[src/rtl/antares_hilo_sequencer_pkg.sv]
// rtl/antares_hilo_sequencer_pkg.sv - ALU op codes, FSM/accumulate encodings and op-decode helpers
package antares_hilo_sequencer_pkg;

  localparam logic [4:0] ALU_OP_ADD   = 5'd0;
  localparam logic [4:0] ALU_OP_ADDU  = 5'd1;
  localparam logic [4:0] ALU_OP_AND   = 5'd2;
  localparam logic [4:0] ALU_OP_DIV   = 5'd5;
  localparam logic [4:0] ALU_OP_DIVU  = 5'd6;
  localparam logic [4:0] ALU_OP_MFHI  = 5'd7;
  localparam logic [4:0] ALU_OP_MFLO  = 5'd8;
  localparam logic [4:0] ALU_OP_MTHI  = 5'd9;
  localparam logic [4:0] ALU_OP_MTLO  = 5'd10;
  localparam logic [4:0] ALU_OP_MULS  = 5'd11;
  localparam logic [4:0] ALU_OP_MULU  = 5'd12;
  localparam logic [4:0] ALU_OP_MADD  = 5'd13;
  localparam logic [4:0] ALU_OP_MADDU = 5'd14;
  localparam logic [4:0] ALU_OP_MSUB  = 5'd15;
  localparam logic [4:0] ALU_OP_MSUBU = 5'd16;

  typedef enum logic [1:0] {
    HILO_ST_IDLE,
    HILO_ST_MULT_WAIT,
    HILO_ST_DIV_START,
    HILO_ST_DIV_WAIT
  } hilo_state_e;

  typedef enum logic [1:0] {
    HILO_ACC_NONE,
    HILO_ACC_SET,
    HILO_ACC_ADD,
    HILO_ACC_SUB
  } hilo_acc_e;

  function automatic logic is_mult_op(input logic [4:0] op);
    return (op == ALU_OP_MULS)  || (op == ALU_OP_MULU)  ||
           (op == ALU_OP_MADD)  || (op == ALU_OP_MADDU) ||
           (op == ALU_OP_MSUB)  || (op == ALU_OP_MSUBU);
  endfunction

  function automatic logic is_mult_signed(input logic [4:0] op);
    return (op == ALU_OP_MULS) || (op == ALU_OP_MADD) || (op == ALU_OP_MSUB);
  endfunction

  function automatic hilo_acc_e mult_acc_kind(input logic [4:0] op);
    if ((op == ALU_OP_MADD) || (op == ALU_OP_MADDU)) return HILO_ACC_ADD;
    if ((op == ALU_OP_MSUB) || (op == ALU_OP_MSUBU)) return HILO_ACC_SUB;
    return HILO_ACC_SET;
  endfunction

  function automatic logic is_hilo_access(input logic [4:0] op);
    return is_mult_op(op) || (op == ALU_OP_DIV) || (op == ALU_OP_DIVU) ||
           (op == ALU_OP_MTHI) || (op == ALU_OP_MTLO) ||
           (op == ALU_OP_MFHI) || (op == ALU_OP_MFLO);
  endfunction

endpackage

[src/rtl/antares_hilo_sequencer_if.sv]
// rtl/antares_hilo_sequencer_if.sv - start/done handshake between the HILO sequencer and the mult/div units
interface antares_hilo_sequencer_if;

  logic        mult_enable_op;
  logic        mult_signed_op;
  logic        mult_ready;
  logic [63:0] mult_result;
  logic        op_divs;
  logic        op_divu;
  logic        div_stall;
  logic [31:0] quotient;
  logic [31:0] remainder;

  modport master (
    output mult_enable_op, mult_signed_op, op_divs, op_divu,
    input  mult_ready, mult_result, div_stall, quotient, remainder
  );

  modport slave (
    input  mult_enable_op, mult_signed_op, op_divs, op_divu,
    output mult_ready, mult_result, div_stall, quotient, remainder
  );

endinterface

[src/rtl/antares_hilo_watchdog.sv]
// rtl/antares_hilo_watchdog.sv - wait-state cycle counter; timeout flags the last allowed cycle
module antares_hilo_watchdog #(
  parameter int CYCLES = 64
) (
  input  logic clk,
  input  logic rst_n,
  input  logic clear,
  input  logic enable,
  output logic timeout
);

  localparam int CW = (CYCLES > 2) ? $clog2(CYCLES) : 1;

  logic [CW-1:0] count_q;
  logic [CW-1:0] count_d;

  always_comb begin
    count_d = count_q;
    if (clear) begin
      count_d = '0;
    end else if (enable) begin
      count_d = count_q + 1'b1;
    end
  end

  always_ff @(posedge clk or negedge rst_n) begin
    if (!rst_n) begin
      count_q <= '0;
    end else begin
      count_q <= count_d;
    end
  end

  assign timeout = enable && (count_q == CW'(CYCLES - 1));

endmodule

[src/rtl/antares_hilo_sequencer.sv]
// rtl/antares_hilo_sequencer.sv - owns HILO, issues mult/div starts, writes back results and stalls EX
module antares_hilo_sequencer
  import antares_hilo_sequencer_pkg::*;
#(
  parameter int ENABLE_HW_MULT  = 1,
  parameter int ENABLE_HW_DIV   = 1,
  parameter int WATCHDOG_CYCLES = 64
) (
  input  logic        clk,
  input  logic        rst,
  input  logic [4:0]  ex_alu_operation,
  input  logic [31:0] ex_alu_port_a,
  input  logic [31:0] ex_alu_port_b,
  input  logic        ex_stall,
  input  logic        ex_flush,
  antares_hilo_sequencer_if.master unit_if,
  output logic [31:0] hi,
  output logic [31:0] lo,
  output logic        ex_request_stall,
  output logic        hilo_busy,
  output logic        hilo_error
);

  hilo_state_e state_q, state_d;
  hilo_acc_e   kind_q, kind_d;
  logic [63:0] hilo_q, hilo_d;
  logic        wd_timeout;
  logic        issue_ok;
  logic        in_idle;

  assign in_idle  = (state_q == HILO_ST_IDLE);
  // Holding issue off while rst is low keeps every output quiet during reset.
  assign issue_ok = rst && !(ex_stall || ex_flush);

  antares_hilo_watchdog #(
    .CYCLES (WATCHDOG_CYCLES)
  ) u_watchdog (
    .clk     (clk),
    .rst_n   (rst),
    .clear   (in_idle),
    .enable  (!in_idle),
    .timeout (wd_timeout)
  );

  always_comb begin
    state_d                = state_q;
    kind_d                 = kind_q;
    hilo_d                 = hilo_q;
    unit_if.mult_enable_op = 1'b0;
    unit_if.mult_signed_op = 1'b0;
    unit_if.op_divs        = 1'b0;
    unit_if.op_divu        = 1'b0;
    hilo_error             = 1'b0;

    unique case (state_q)
      HILO_ST_IDLE: begin
        if (issue_ok) begin
          if (is_mult_op(ex_alu_operation)) begin
            if (ENABLE_HW_MULT != 0) begin
              unit_if.mult_enable_op = 1'b1;
              unit_if.mult_signed_op = is_mult_signed(ex_alu_operation);
              kind_d                 = mult_acc_kind(ex_alu_operation);
              state_d                = HILO_ST_MULT_WAIT;
            end
          end else if ((ex_alu_operation == ALU_OP_DIV) || (ex_alu_operation == ALU_OP_DIVU)) begin
            if ((ENABLE_HW_DIV != 0) && (ex_alu_port_b != 32'd0)) begin
              unit_if.op_divs = (ex_alu_operation == ALU_OP_DIV);
              unit_if.op_divu = (ex_alu_operation == ALU_OP_DIVU);
              state_d         = HILO_ST_DIV_START;
            end
          end else if (ex_alu_operation == ALU_OP_MTHI) begin
            hilo_d = {ex_alu_port_a, hilo_q[31:0]};
          end else if (ex_alu_operation == ALU_OP_MTLO) begin
            hilo_d = {hilo_q[63:32], ex_alu_port_a};
          end
        end
      end

      HILO_ST_MULT_WAIT: begin
        if (unit_if.mult_ready) begin
          unique case (kind_q)
            HILO_ACC_ADD: hilo_d = hilo_q + unit_if.mult_result;
            HILO_ACC_SUB: hilo_d = hilo_q - unit_if.mult_result;
            default:      hilo_d = unit_if.mult_result;
          endcase
          state_d = HILO_ST_IDLE;
        end else if (wd_timeout) begin
          hilo_error = 1'b1;
          state_d    = HILO_ST_IDLE;
        end
      end

      // The divider registers its start on the edge entering this state, so
      // div_stall is not trustworthy until the following cycle.
      HILO_ST_DIV_START: begin
        if (wd_timeout) begin
          hilo_error = 1'b1;
          state_d    = HILO_ST_IDLE;
        end else begin
          state_d = HILO_ST_DIV_WAIT;
        end
      end

      HILO_ST_DIV_WAIT: begin
        if (!unit_if.div_stall) begin
          hilo_d  = {unit_if.remainder, unit_if.quotient};
          state_d = HILO_ST_IDLE;
        end else if (wd_timeout) begin
          hilo_error = 1'b1;
          state_d    = HILO_ST_IDLE;
        end
      end

      default: state_d = HILO_ST_IDLE;
    endcase
  end

  always_ff @(posedge clk or negedge rst) begin
    if (!rst) begin
      state_q <= HILO_ST_IDLE;
      kind_q  <= HILO_ACC_NONE;
      hilo_q  <= 64'd0;
    end else begin
      state_q <= state_d;
      kind_q  <= kind_d;
      hilo_q  <= hilo_d;
    end
  end

  assign hi               = hilo_q[63:32];
  assign lo               = hilo_q[31:0];
  assign hilo_busy        = !in_idle;
  assign ex_request_stall = !in_idle && is_hilo_access(ex_alu_operation);

endmodule

[src/flat_wrapper.sv]
// flat-port wrapper written by rule: the top's interface ports become plain ports
module antares_hilo_sequencer_flat import antares_hilo_sequencer_pkg::*;
#(
  parameter int ENABLE_HW_MULT  = 1,
  parameter int ENABLE_HW_DIV   = 1,
  parameter int WATCHDOG_CYCLES = 64
)
  (clk, rst, ex_alu_operation, ex_alu_port_a, ex_alu_port_b, ex_stall, ex_flush, hi, lo, ex_request_stall, hilo_busy, hilo_error, unit_if_mult_enable_op, unit_if_mult_signed_op, unit_if_op_divs, unit_if_op_divu, unit_if_mult_ready, unit_if_mult_result, unit_if_div_stall, unit_if_quotient, unit_if_remainder);
  antares_hilo_sequencer_if unit_if_i ();
  input  logic clk;
  input  logic rst;
  input  logic [4:0] ex_alu_operation;
  input  logic [31:0] ex_alu_port_a;
  input  logic [31:0] ex_alu_port_b;
  input  logic ex_stall;
  input  logic ex_flush;
  output logic [31:0] hi;
  output logic [31:0] lo;
  output logic ex_request_stall;
  output logic hilo_busy;
  output logic hilo_error;
  output wire logic [$bits(unit_if_i.mult_enable_op)-1:0] unit_if_mult_enable_op;
  output wire logic [$bits(unit_if_i.mult_signed_op)-1:0] unit_if_mult_signed_op;
  output wire logic [$bits(unit_if_i.op_divs)-1:0] unit_if_op_divs;
  output wire logic [$bits(unit_if_i.op_divu)-1:0] unit_if_op_divu;
  input wire logic [$bits(unit_if_i.mult_ready)-1:0] unit_if_mult_ready;
  input wire logic [$bits(unit_if_i.mult_result)-1:0] unit_if_mult_result;
  input wire logic [$bits(unit_if_i.div_stall)-1:0] unit_if_div_stall;
  input wire logic [$bits(unit_if_i.quotient)-1:0] unit_if_quotient;
  input wire logic [$bits(unit_if_i.remainder)-1:0] unit_if_remainder;
  assign unit_if_mult_enable_op = unit_if_i.mult_enable_op;
  assign unit_if_mult_signed_op = unit_if_i.mult_signed_op;
  assign unit_if_op_divs = unit_if_i.op_divs;
  assign unit_if_op_divu = unit_if_i.op_divu;
  assign unit_if_i.mult_ready = unit_if_mult_ready;
  assign unit_if_i.mult_result = unit_if_mult_result;
  assign unit_if_i.div_stall = unit_if_div_stall;
  assign unit_if_i.quotient = unit_if_quotient;
  assign unit_if_i.remainder = unit_if_remainder;
  antares_hilo_sequencer #(.ENABLE_HW_MULT(ENABLE_HW_MULT), .ENABLE_HW_DIV(ENABLE_HW_DIV), .WATCHDOG_CYCLES(WATCHDOG_CYCLES)) u_core (.clk(clk), .rst(rst), .ex_alu_operation(ex_alu_operation), .ex_alu_port_a(ex_alu_port_a), .ex_alu_port_b(ex_alu_port_b), .ex_stall(ex_stall), .ex_flush(ex_flush), .unit_if(unit_if_i), .hi(hi), .lo(lo), .ex_request_stall(ex_request_stall), .hilo_busy(hilo_busy), .hilo_error(hilo_error));
endmodule
[config.mk]
export PLATFORM = sky130hd
export DESIGN_NAME = antares_hilo_sequencer_flat
export DESIGN_NICKNAME = d
export VERILOG_FILES = /design/src/rtl/antares_hilo_sequencer_pkg.sv /design/src/rtl/antares_hilo_sequencer_if.sv /design/src/rtl/antares_hilo_watchdog.sv /design/src/rtl/antares_hilo_sequencer.sv /design/src/flat_wrapper.sv
export SDC_FILE = /design/constraint.sdc
export NUM_CORES = 1
export LEC_CHECK = 0
export ABC_AREA = 1
export CORE_MARGIN = 4
export CORE_UTILIZATION = 49
export CTS_BUF_LIST = sky130_fd_sc_hd__clkbuf_16
export CTS_CLUSTER_DIAMETER = 40
export CTS_CLUSTER_SIZE = 25
export DETAILED_ROUTE_END_ITERATION = 10
export PLACE_DENSITY_LB_ADDON = 0.15
export SYNTH_ARGS = -nofsm -noshare
export SYNTH_HDL_FRONTEND = slang
export SYNTH_SLANG_ARGS = --single-unit
[constraint.sdc]
create_clock -name clk -period 2.8 [get_ports clk]
set_input_delay 0.56 -clock clk [delete_from_list [all_inputs] [get_ports clk]]
set_output_delay 0.56 -clock clk [all_outputs]
set_load 0.03 [all_outputs]
==> results.yml, run 1 <==
status:
  outcome: "stopped before the end"
  haltStage: "global routing"
  firstError: "[ERROR GRT-0232] Routing congestion too high. Check the congestion heatmap in the GUI."
cts:
  cts_sinks: 74
  cts-root-buf: "clkbuf_16"
  cts_buffer_depth: 2
  cts_buffers: 9
  htree_num_levels: 3
placed_design:
  dp_cells: 3411
  hpwl_um: 58070
  portBuffers: 273
  place_congestion: 1.107
die:
  num_io_pins: 274
  die_w_um: 171.4
  die_h_um: 171.4
  row_count: 59
  start_util_pct: 50.04
synthesis:
  synth_area_mm2: 0.01308
  synth_edf_count: 0
  ys.flop_type: "dfrtp_1"
  synth_seq_area_share_pct: 14.16
  synth_seq_cells: 74
  synth_nets: 2695
  syn_area_per_cell_um2: 5.390
  yosysWarnings: 0
  ys_async_sr_fraction_pct: 100.0
  syn_inst: 2426
  synthDistinctLibCells: 53
timing:
  worst_endpoint_kind: "register data pin"
  grt-worst-endpoint: "u_core.hilo_q[61]$_DFFE_PN0P_/D"
grt:
  gr-total-overflow: 465
  grt_max_degree: 74
  grt_usage_pct: 86.11
Yosys cell counts (all sizes together), types with 15 or more instances:
cell type / number / area share, %
o21ai: 83 / 3.4
a21boi: 23 / 1.3
nor2: 253 / 7.7
nand4: 25 / 1.2
nor4: 16 / 0.77
nand3: 146 / 5.7
xor2: 64 / 4.3
clkbuf: 30 / 1.0
dfrtp: 74 / 14
buf: 27 / 1.1
a2bb2oi: 15 / 1.2
nand2: 801 / 23
ha: 65 / 6.2
a211oi: 45 / 2.6
nor3: 65 / 2.8
inv: 497 / 14
a21oi: 139 / 5.5
cells by family after synthesis:
| family | count (synthesis) | share of synthesized area (%) |
|---|---|---|
| xor gates and xnor gates | 68 | 4.555 |
| DFF | 74 | 14.16 |
| adders and majority gates | 66 | 6.373 |
| and+or+nand+nor | 1318 | 42.01 |
| buffers and inverters | 554 | 16.36 |
| AOI/OAI and AO/OA | 346 | 16.54 |
per-layer routing:
layer,track usage (%),GRT overflow
met1,82.98,14
met2,99.06,248
met3,75.98,20
met4,89.56,181
met5,53.51,2
stage by stage:
| stage | setup WS (ns) | cell area [µm²] |
|---|---|---|
| 2_1_floorplan | -0.2414 | 13310 |
| 4_1_cts | -0.5419 | 22030 |
| 3_3_place_gp | -1.609 | 19550 |
| 3_5_place_dp | -1.660 | 19550 |
timing repair:
action	4_1_cts
pin swaps	205
endpoints found under the setup margin	62
hold buffers	0
resized for setup	638
endpoints found under the hold margin	0
setup buffers	63
==> run 2: changes to the inputs <==
Settings changed: CORE_UTILIZATION 49 to 37, CTS_BUF_LIST sky130_fd_sc_hd__clkbuf_16 to not set, CTS_CLUSTER_DIAMETER 40 to not set, CTS_CLUSTER_SIZE 25 to not set.
Clock period 2.8 ns to 3.65 ns, I/O delays scaled along.
==> results.yml, run 2 <==
synthesis:
  synth_edf_count: 0
  muxShareOfSynthArea_pct: 0
  yosysMostFrequentCell: "nand2_1"
  ys_async_sr_fraction_pct: 100.0
  yosysWarnings: 0
  syn_area_per_cell_um2: 5.390
  synth_nets: 2695
  synth-simple-area-share_pct: 42.01
  yosys.area_share.xor_xnor_pct: 4.555
  synthTopCellsByArea: "nand2_1 23%, dfrtp_1 14%, inv_1 14%"
  synth_top_family_by_area: "simple AND/OR/NAND/NOR gates"
  ys.flop_type: "dfrtp_1"
  synthDistinctLibCells: 53
  synth-adder-area-share_pct: 6.373
  synth_area_leader_cell: "nand2_1"
  yosysTopAreaCellShare_pct: 22.73
  synth_commonest_cells: "792 x nand2_1, 488 x inv_1, 237 x nor2_1"
  synth_area_mm2: 0.01308
  synth-compound-area-share_pct: 16.54
  syn_inst: 2426
  synth_seq_cells: 74
  synth_seq_area_share_pct: 14.16
die:
  die_area_mm2: 0.03841
  die_h_um: 196.0
  die_w_um: 196.0
  row_count: 68
  num_io_pins: 274
  start_util_pct: 37.67
  core-area_mm2: 0.03471
grt:
  grt_pass1_wl_um: 112900
  grt_pass1_vias: 18650
  grt_usage_pct: 39.04
  grt_max_degree: 65
  gr-total-overflow: 0
  antenna_found_initial: 7
layout:
  final_nets: 3435
  top_register: "u_core.hilo_q"
  top_regs: "u_core.hilo_q: 64 flops, u_core.u_watchdog.count_q: 6 flops"
  post-route-cell-area_mm2: 0.02320
  drive_above_1_share_pct: 37.24
  area_growth_pct: 77.46
  multi_input_area_mm2: 0.01196
  largest_register_ffs: 64
  n_antenna_cell: 0
  final-seq-area_mm2: 0.001853
  fin_util_pct: 66.85
  layout_commonest_cell: "nand2_1"
  mostFrequentLayoutCells: "598 x nand2_1, 489 x buf_4, 427 x inv_1"
  fill_cells: 3144
worst_setup_path:
  critPathKind: "in -> reg"
  crit_path_end_kind: "flip-flop"
  crit_top_cell: "nand2_1"
  critical-path-max-stage-delay_ns: 0.28
  start_kind: "input pin"
  crit_required_ns: 3.89
  crit_path_max_fanout: 5
  critPathSlowestCell: "ha_4"
  cp_data_arrival_time_ns: 3.90
timing:
  slew_headroom_pct: 9.222
  rsz0062_at_grt: "yes"
  setup_viol: 2
  layout_setup_ws_ns: -0.01372
  finalCriticalPeriod_ns: 3.664
  slew_viol_final: 0
  holdWs_ns: 0.4614
  worstMarginPinSlew_ns: 1.353
  clock_skew_ns: 0.02549
  period_share_pct: 100.4
  hold_viol: 0
  fmax_ghz: 0.2729
pwr:
  leakagePower_nw: 12.02
  irDropWorstVdd_mv: 0.7200
  p_per_area_mw_per_mm2: 1021
  total_power_mw: 23.69
status:
  violations: "negative setup slack"
  outcome: "finished with violations"
min_path:
  hold_path.class: "in -> async"
detailed_routing:
  wire_per_inst_um: 21.97
  vias: 19490
  drtPass1Iterations: 6
  drtAntennaViolNets: 0
  via_per_inst: 5.375
  drc: 0
  drt-total-wl_um: 79680
  drt_iter0_markers: 1895
placed_design:
  portBuffers: 273
  place_congestion: 1.079
  placed_cell_area_mm2: 0.01950
  hpwl_um: 64810
cts:
  cts-root-buf: "clkbuf_16"
  cts_sinks: 74
  clk_pin_slew_worst_paths_ns: 0.09
  clkLatencyLatePin_ns: 0.39
  cts_buffer_depth: 2
  cts_buffers: 9
  cts_tree: "done"
  htree_num_levels: 3
run:
  max-cap-violations: 0
==> run 2: cell counts after synthesis <==
No cell type changed its count.
==> run 2: repair_timing <==
action	4_1_cts	5_1_grt
pin swaps	131	241
setup buffers	33	33
endpoints found under the setup margin	55	54
resized for setup	422	482
hold buffers	0	0
endpoints found under the hold margin	0	0
==> run 2: final cells by class <==
cell class	instances	share of cell area [%]
inverter	497	8.072
tap	455	2.453
timing repair buffer	786	28.48
clock inverter	4	0.4260
clock buffer	12	1.062
sequential	74	7.986
multi-input combinational	1798	51.53
==> run 2: cell families after synthesis <==
kind of cell,Yosys count
DFF,74
AOI/OAI and AO/OA,346
buffers and inverters,554
xor gates and xnor gates,68
and+or+nand+nor,1318
adders and majority gates,66
==> run 2: worst paths after layout <==
path,slack (ns),endpoint,depth (start not counted),startpoint
max in group asynchronous,1.86,u_core.kind_q[1]$_DFFE_PN0P_,3,rst
hold / removal,0.46,u_core.hilo_q[38]$_DFFE_PN0P_,2,rst
setup / recovery,-0.01,u_core.hilo_q[60]$_DFFE_PN0P_,26,unit_if_mult_result[8]
hold reg to reg,0.48,u_core.u_watchdog.count_q[0]$_DFF_PN0_,1,u_core.u_watchdog.count_q[0]$_DFF_PN0_
setup reg to reg,0.24,u_core.hilo_q[52]$_DFFE_PN0P_,22,u_core.kind_q[0]$_DFFE_PN0P_
min in group clk,0.48,u_core.u_watchdog.count_q[0]$_DFF_PN0_,1,u_core.u_watchdog.count_q[0]$_DFF_PN0_
==> run 2: where the power goes <==
| group | leakage, nW | switching, mW | internal, mW |
|---|---|---|---|
| combinational | 11.0 | 12.2 | 8.40 |
| sequential | 0.873 | 0.679 | 1.22 |
| clock | 0.167 | 0.456 | 0.690 |
| total | 12.0 | 13.4 | 10.3 |
==> run 2: through the flow <==
stage / TNS [ns] / worst slack (ns) / std cells
after floorplan: 0 / 0.3597 / 2426
after global placement: -46.02 / -1.143 / 3546
after detailed placement: -46.58 / -1.132 / 3546
after CTS: 0 / 0.001029 / 3595
after global routing: -1.853 / -0.1350 / 3626
final: -0.01848 / -0.01372 / 3626
==> run 2: critical path: cells and delay by family <==
kind                       cells  cell delay (ns)
and+or+nand+nor               13             1.19
buffers and inverters          5             0.53
AOI/OAI and AO/OA              6             0.95
adders and majority gates      1             0.28
xor gates and xnor gates       1             0.23
==> run 2: routing by layer <==
metal  up-vias  wire (µm)  track usage [%]
li1       9088          -                -
met1      9060      32400            52.15
met2      1101      34080            59.82
met3       229       8579            9.926
met4        10       4553            16.63
met5         -         62                0
Note: power is estimated with default switching activity, not from simulation.
==> run 3: changes to the inputs <==
Settings changed: CTS_BUF_LIST set to sky130_fd_sc_hd__clkbuf_4 sky130_fd_sc_hd__clkbuf_8 sky130_fd_sc_hd__clkbuf_16.
==> results.yml, run 3 (synthesized netlist as in run 2, its figures left out) <==
timing:
  setup_viol: 0
  slew_viol_final: 0
  rsz0062_at_grt: "yes"
  clock_skew_ns: 0.02461
  slew_headroom_pct: 12.68
  period_share_pct: 99.78
  finalSetupTns_ns: 0
  layout_setup_ws_ns: 0.008042
  hold_viol: 0
  fmax_ghz: 0.2746
  finalCriticalPeriod_ns: 3.642
  worstMarginPinSlew_ns: 1.302
cts:
  cts_buffers: 9
  cts_tree: "done"
  cts_sinks: 74
  cts_buffer_depth: 2
  htree_num_levels: 3
  cts-root-buf: "clkbuf_16"
  clk_pin_slew_worst_paths_ns: 0.09
  clkLatencyLatePin_ns: 0.39
layout:
  top_regs: "u_core.hilo_q: 64 flops, u_core.u_watchdog.count_q: 6 flops"
  area_growth_pct: 76.61
  layout_commonest_cell: "nand2_1"
  top_register: "u_core.hilo_q"
  largest_register_ffs: 64
  n_antenna_cell: 0
  final_nets: 3432
  drive_above_1_share_pct: 36.71
  mostFrequentLayoutCells: "604 x nand2_1, 490 x buf_4, 430 x inv_1"
  post-route-cell-area_mm2: 0.02309
die:
  die_w_um: 196.0
  die_area_mm2: 0.03841
  num_io_pins: 274
  die_h_um: 196.0
  row_count: 68
  start_util_pct: 37.67
  core-area_mm2: 0.03471
pwr:
  irDropWorstVdd_mv: 0.7161
  leakagePower_nw: 12.00
  seqPwrFrac_pct: 8.0
  combinationalPowerShare_pct: 87.0
  clkPwrFrac_pct: 4.9
  p_sw_mw: 13.34
  p_per_area_mw_per_mm2: 1023
  swShare_pct: 56.48
  p_int_mw: 10.28
grt:
  antenna_found_initial: 7
  grt_pass1_vias: 18730
  grt_usage_pct: 39.09
  grt_max_degree: 65
  gr-total-overflow: 0
  grt_pass1_wl_um: 113100
placed_design:
  hpwl_um: 64810
  placed_cell_area_mm2: 0.01950
  portBuffers: 273
  place_ws_ns: -1.132
  place_congestion: 1.079
worst_setup_path:
  start_kind: "input pin"
  critPathKind: "in -> reg"
  crit_path_max_fanout: 4
  crit_path_end_kind: "flip-flop"
  cp_data_arrival_time_ns: 3.89
  crit_required_ns: 3.89
  r2r_cells: 20
detailed_routing:
  drt-total-wl_um: 79760
  drt_iter0_markers: 2011
  top_layer_used: "met5"
  drc: 0
  wl_met3_um: 8611
  drtPass1Iterations: 6
  vias: 19580
  via_per_inst: 5.404
  wl_met2_um: 33930
  drtAntennaViolNets: 0
  wire_per_inst_um: 22.01
  wl_met1_um: 32450
status:
  outcome: "completed"
min_path:
  hold_path.class: "in -> async"
run:
  max-cap-violations: 0
-- run 3: final timing paths --
| kind | from | endpoint | slack [ns] |
|---|---|---|---|
| max in group asynchronous | rst | u_core.kind_q[1]$_DFFE_PN0P_ | 1.89 |
| worst max register to register | u_core.kind_q[0]$_DFFE_PN0P_ | u_core.hilo_q[39]$_DFFE_PN0P_ | 0.28 |
| min in group clk | u_core.u_watchdog.count_q[0]$_DFF_PN0_ | u_core.u_watchdog.count_q[0]$_DFF_PN0_ | 0.48 |
| worst min register to register | u_core.u_watchdog.count_q[0]$_DFF_PN0_ | u_core.u_watchdog.count_q[0]$_DFF_PN0_ | 0.48 |
| worst max-delay path | unit_if_mult_result[7] | u_core.hilo_q[49]$_DFFE_PN0P_ | 0.008 |
| worst min-delay path | rst | u_core.hilo_q[38]$_DFFE_PN0P_ | 0.45 |
-- run 3: stage by stage --
stage | cells | power, mW | hold WS, ns | util, %
global placement | 3546 | 17.98 | 0.4518 | 56.19
finish | 3623 | 23.63 | 0.4530 | 66.53
floorplan | 2426 | 10.12 | 0.4331 | -
CTS | 3591 | 20.87 | 0.4476 | 61.45
global route | 3623 | 24.95 | 0.4595 | 66.53
detailed placement | 3546 | 18.09 | 0.4604 | 56.19
-- run 3: power groups by stage --
stage / registers [mW] / clock network, mW / logic [mW]
6_report: 1.89 / 1.17 / 20.6
3_3_place_gp: 1.78 / 0 / 16.2
5_1_grt: 1.91 / 1.19 / 21.8
4_1_cts: 1.82 / 1.16 / 17.9
3_5_place_dp: 1.77 / 0 / 16.3
2_1_floorplan: 2.22 / 0 / 7.90
-- run 3: worst max-delay path, cell delays in order --
cell and delay [ns]:
buf_4 0.14, nor2_1 0.17, nand2_1 0.13, nor2_4 0.12, nand2_4 0.08, nor2_4 0.13
nand3_4 0.10, o31ai_2 0.24, xor2_1 0.28, ha_1 0.38, nand2_2 0.15, buf_4 0.13
nor2_2 0.04, inv_1 0.11, nor2_1 0.06, buf_4 0.14, nand2_1 0.07, nand2_2 0.07
a21oi_2 0.19, nand2_1 0.07, nand2_1 0.06, nand3_1 0.10, nand2_1 0.13, a21oi_1 0.06
-- run 3: cell type report --
class | count | area, µm²
Sequential cell | 74 | 1853
Inverter | 497 | 1868
Timing Repair Buffer | 783 | 6559
Fill cell | 3182 | 11620
Clock inverter | 4 | 98.84
Tap cell | 455 | 569.3
Clock buffer | 12 | 254.0
Multi-Input combinational cell | 1798 | 11890
-- run 3: repair_timing --
item	CTS	global route
buffers inserted	29	35
pin swaps	129	229
endpoints found under the hold margin	0	0
gates resized for setup	424	453
hold buffers	0	0
setup endpoints to repair	55	55
-- run 3: layer usage --
metal	GRT usage, %	vias to the layer above
met5	0	-
met4	17.30	8
met3	9.961	227
met2	59.95	1125
met1	51.90	9143
li1	-	9077
